<file path="src/rtl/rf_wb_arbiter_pkg.sv">
// Shared register-file writeback definitions: default widths and the source
// encoding also used by the issue stage.
package rf_wb_arbiter_pkg;

  localparam int RF_DATA_WIDTH  = 32;
  localparam int RF_REG_NUM     = 32;
  localparam int RF_REG_NUM_BIT = 5;

  localparam logic SRC_A = 1'b0;
  localparam logic SRC_B = 1'b1;

endpackage

</file>
<file path="src/rtl/rf_scoreboard.sv">
// Pending-write busy vector: one bit per register, set on reservation, cleared
// on commit, with set winning a same-edge collision. Register 0 never goes busy.
module rf_scoreboard #(
  parameter int REG_NUM     = 32,
  parameter int REG_NUM_BIT = 5
) (
  input  logic                   clk,
  input  logic                   rst_n,
  input  logic                   set_en,
  input  logic [REG_NUM_BIT-1:0] set_idx,
  input  logic                   clr_en,
  input  logic [REG_NUM_BIT-1:0] clr_idx,
  output logic [REG_NUM-1:0]     busy
);

  logic [REG_NUM-1:0] set_mask;
  logic [REG_NUM-1:0] clr_mask;
  logic [REG_NUM-1:0] busy_next;

  always_comb begin
    set_mask = '0;
    clr_mask = '0;
    if (set_en) set_mask[set_idx] = 1'b1;
    if (clr_en) clr_mask[clr_idx] = 1'b1;
    busy_next    = (busy & ~clr_mask) | set_mask;
    busy_next[0] = 1'b0;
  end

  always_ff @(posedge clk) begin
    if (!rst_n) busy <= '0;
    else        busy <= busy_next;
  end

endmodule

</file>
<file path="src/rtl/rf_wb_arbiter.sv">
// Round-robin writeback arbiter merging the ALU (A) and long-latency (B) result
// paths into the single register-file write port, plus the pending-write scoreboard.
module rf_wb_arbiter
  import rf_wb_arbiter_pkg::*;
#(
  parameter int DATA_WIDTH  = RF_DATA_WIDTH,
  parameter int REG_NUM     = RF_REG_NUM,
  parameter int REG_NUM_BIT = RF_REG_NUM_BIT
) (
  input  logic                   clk,
  input  logic                   rst_n,
  input  logic                   a_valid,
  output logic                   a_ready,
  input  logic [REG_NUM_BIT-1:0] a_rd,
  input  logic [DATA_WIDTH-1:0]  a_data,
  input  logic                   b_valid,
  output logic                   b_ready,
  input  logic [REG_NUM_BIT-1:0] b_rd,
  input  logic [DATA_WIDTH-1:0]  b_data,
  input  logic                   resv_valid,
  input  logic [REG_NUM_BIT-1:0] resv_rd,
  output logic                   wen,
  output logic [REG_NUM_BIT-1:0] waddr,
  output logic [DATA_WIDTH-1:0]  wdata,
  output logic [REG_NUM-1:0]     busy
);

  logic                   last_grant;
  logic                   xfer;
  logic [REG_NUM_BIT-1:0] sel_rd;
  logic [DATA_WIDTH-1:0]  sel_data;

  // Under contention the source that did not win last time gets the port.
  always_comb begin
    a_ready  = a_valid && !(b_valid && (last_grant == SRC_A));
    b_ready  = b_valid && !(a_valid && (last_grant == SRC_B));
    xfer     = a_ready || b_ready;
    sel_rd   = a_ready ? a_rd   : b_rd;
    sel_data = a_ready ? a_data : b_data;
  end

  // Reset leaves last_grant at B so A wins the first contention.
  always_ff @(posedge clk) begin
    if (!rst_n) begin
      last_grant <= SRC_B;
      wen        <= 1'b0;
      waddr      <= '0;
      wdata      <= '0;
    end else begin
      wen <= 1'b0;
      if (xfer) begin
        last_grant <= a_ready ? SRC_A : SRC_B;
        if (sel_rd != '0) begin
          wen   <= 1'b1;
          waddr <= sel_rd;
          wdata <= sel_data;
        end
      end
    end
  end

  // The clear lands on the edge that ends the wen cycle, i.e. the commit edge.
  rf_scoreboard #(
    .REG_NUM     (REG_NUM),
    .REG_NUM_BIT (REG_NUM_BIT)
  ) u_scoreboard (
    .clk     (clk),
    .rst_n   (rst_n),
    .set_en  (resv_valid && (resv_rd != '0)),
    .set_idx (resv_rd),
    .clr_en  (wen),
    .clr_idx (waddr),
    .busy    (busy)
  );

endmodule
</file>
<file path="config.mk">
export PLATFORM = sky130hd
export DESIGN_NAME = rf_wb_arbiter
export DESIGN_NICKNAME = d
export VERILOG_FILES = /design/src/rtl/rf_wb_arbiter_pkg.sv /design/src/rtl/rf_scoreboard.sv /design/src/rtl/rf_wb_arbiter.sv
export SDC_FILE = /design/constraint.sdc
export NUM_CORES = 1
export LEC_CHECK = 0
export BUFFER_PORTS_ARGS = -buffer_cell sky130_fd_sc_hd__buf_2
export CAP_MARGIN = 15
export CORE_ASPECT_RATIO = 0.5
export CORE_MARGIN = 8
export CORE_UTILIZATION = 30
export DETAILED_ROUTE_END_ITERATION = 12
export MAX_ROUTING_LAYER = met4
export PLACE_DENSITY = 0.64
export SETUP_SLACK_MARGIN = 0.15
export SLEW_MARGIN = 10
export SYNTH_ARGS = -nofsm -noshare
export SYNTH_HDL_FRONTEND = slang
export SYNTH_HIERARCHICAL = 1
export SYNTH_SLANG_ARGS = --single-unit
</file>
<file path="constraint.sdc">
create_clock -name clk -period 1.4 [get_ports clk]
set_input_delay 0.07 -clock clk [delete_from_list [all_inputs] [get_ports clk]]
set_output_delay 0.07 -clock clk [all_outputs]
set_load 0.02 [all_outputs]
</file>
==> run summary <==
Clock Latency Late Sink: 0.32 ns
max-cap violation count: 0
total power: 5290 uW
area share of the largest cell type after synthesis: 39.5%
cell with the most instances after synthesis: dfxtp_1
register area share after synthesis: 39.5%
FF/Latch Area: 1420 sq um
Least-Margin Pin Slew: 0.551 ns
Leakage: 0.00231 uW
fillcell total: 1193
layout cells sized above 1: 41.0%
CORE AREA: 11700 sq um
DP HPWL: 8380 um
area taken by multi-input logic gates: 2080 sq um
vias: 3580
Seq cells post-synth: 70
clock root cell: clkbuf_16
port buffer count: 154
Slew Limit Fails: 0
Die Ht: 92.9 um
DRT Wirelength: 11300 um
crit end category: register
post-layout worst setup margin: -0.0330 ns
Avg WL per Cell: 15.3 um
DR DRC count: 0
Post-Synthesis Cells: 399
setup_tns: -0.540 ns
Yosys top cell by area: dfxtp_1
largest cells by area after synthesis: dfxtp_1, mux2i_1, a21boi_0
post-route ant nets: 0
I/O Pins: 156
Crit Path Class: register to register
gr ovfl total: 0
Tightest Hold Check Type: input port to register
Post-synth EDFFs: 0
distinct cell type count after synthesis: 42
share of the core filled with cells: 44.0%
htree depth: 3
top_reg_cell synth: dfxtp_1
clk sink count: 70
synthesized net count: 483
Initial Utilization: 30.4%
vias per inst: 4.86
Tcrit/Tclk final: 102%
DR pass1 iterations: 4
Post-synth top cells: dfxtp_1, nand2_1, o21ai_0, mux2i_1, and3_1
Total Routing Usage GR: 14.3%
CTS tree: done
worst clock skew: 0.00697 ns
number of global-route vias before repair: 3619
die width: 170 um
global placement routability congestion: 0.816
worst path required time: 1.60 ns
Max IR drop VDD: 469 uV
CP startpoint kind: register
mapped cell area: 3540 sq um
RSZ-0062 raised after global routing: true
fin crit period: 1.43 ns
Worst Path Arrival: 1.63 ns
clock tree buffer depth: 2
outcome: finished, violations left
setup violators final: 31
worst-path maximum fanout: 6
Power Density: 1030 nW/um^2
Worst-path clk slew: 0.06 ns
ys async rst share: 0%
yosys warns: 6
post-synthesis average cell area: 8.88 sq um
violated checks: setup timing
Initial DRC Count: 180
nets@finish: 650
row cnt: 28
final hold violations: 0
Num CTS Buffers: 9
area added between synthesis and finish: 44.9%
Die ar.: 15800 sq um
Slew Limit Headroom: 62.9%
first-pass GRT wire length: 18200 um
fmax: 698 MHz
initial antenna violation count: 1
largest net degree at the start of global routing: 67
## cells by family (layout without fill, tap and decap cells)
logic type	Yosys count	count (layout)	synth area share (%)
buf+inv	34	206	5.33
mux	37	37	10.5
flops	70	70	39.5
compound gates	125	125	24.0
simple gates	132	132	20.6
other cells	1	2	0.106
## critical path: stages, from the launching register on
cell	delay (ns)
dfxtp_1	0.31
nand2b_4	0.19
nand2_8	0.09
inv_4	0.04
a211o_4	0.39
clkbuf_16	0.19
mux2i_1	0.11
## registers in the layout, indices dropped and copies added (netlist names)
signal and flops:
u_scoreboard/busy 31, waddr 5, wdata 32, wen 1, last_grant 1
## repair_timing
action	in CTS	in global routing
hold endpoints to repair	0	0
resized for setup	13	20
gates cloned	1	1
pin swaps	2	7
setup buffers	0	5
hold buffers	0	0
endpoints found under the setup margin	47	67
## where the power goes
group	total, uW	leakage, uW	switching, uW	internal [uW]
Combinational	1020	0.00160	555	462
Sequential	2180	0.000577	80.3	2100
Clock	2090	0.000130	854	1240
## per-stage QoR
| step | hold slack [ns] | area, sq um | instances | setup slack (ns) |
|---|---|---|---|---|
| after floorplan | 0.264 | 3610 | 399 | 0.0146 |
| after global placement | 0.437 | 4660 | 713 | -0.136 |
| after detailed placement | 0.439 | 4660 | 713 | -0.216 |
| after CTS | 0.101 | 5010 | 730 | -0.0356 |
| after global routing | 0.123 | 5130 | 737 | -0.0753 |
| final | 0.111 | 5130 | 737 | -0.0330 |
## layer usage
layer / vias to the layer above / wire (um) / part of all wire, % / track usage, %
li1: 1804 / - / - / -
met1: 1682 / 4950 / 44 / 16.7
met2: 86 / 5660 / 50 / 24.5
met3: 8 / 550 / 4.9 / 3.95
met4: 0 / 82 / 0.73 / 2.78
met5: - / 0 / 0 / -
## final cells by class
class	instances	area share, %
Clock inverter	6	0.731
Multi-Input combinational cell	295	40.5
Inverter	2	0.195
Tap cell	165	4.02
Antenna cell	1	0.0487
Timing Repair Buffer	188	22.2
Clock buffer	10	4.66
Sequential cell	70	27.7
## cells in the final DEF, fill, tap and decap left out, types with 3 or more instances in the layout
cell / n
buf_2: 152
buf_6: 3
clkbuf_16: 10
clkinv_2: 3
a32o_1: 15
or3_1: 3
mux2i_1: 37
dfxtp_1: 64
o21ai_1: 6
buf_12: 4
nand3_2: 3
o211ai_1: 16
and3_1: 32
o21ai_0: 43
a21boi_0: 32
nand3b_1: 8
nand2_1: 52
nor3b_1: 4
clkinvlp_4: 3
nor2_4: 3
nor3b_4: 3
o22ai_1: 5
dfxtp_4: 6
buf_4: 26
## final timing paths
check	start	end	cells after the start	slack [ns]
worst max-delay path	last_grant$_SDFFE_PN1N_	wdata[22]$_SDFFE_PN0P_	6	-0.03
worst min-delay path	a_rd[2]	waddr[2]$_SDFFE_PN0P_	3	0.11
worst max register to register	last_grant$_SDFFE_PN1N_	wdata[22]$_SDFFE_PN0P_	6	-0.03
worst min register to register	wdata[9]$_SDFFE_PN0P_	wdata[9]$_SDFFE_PN0P_	2	0.45
Power figures use the tool's default switching activity.
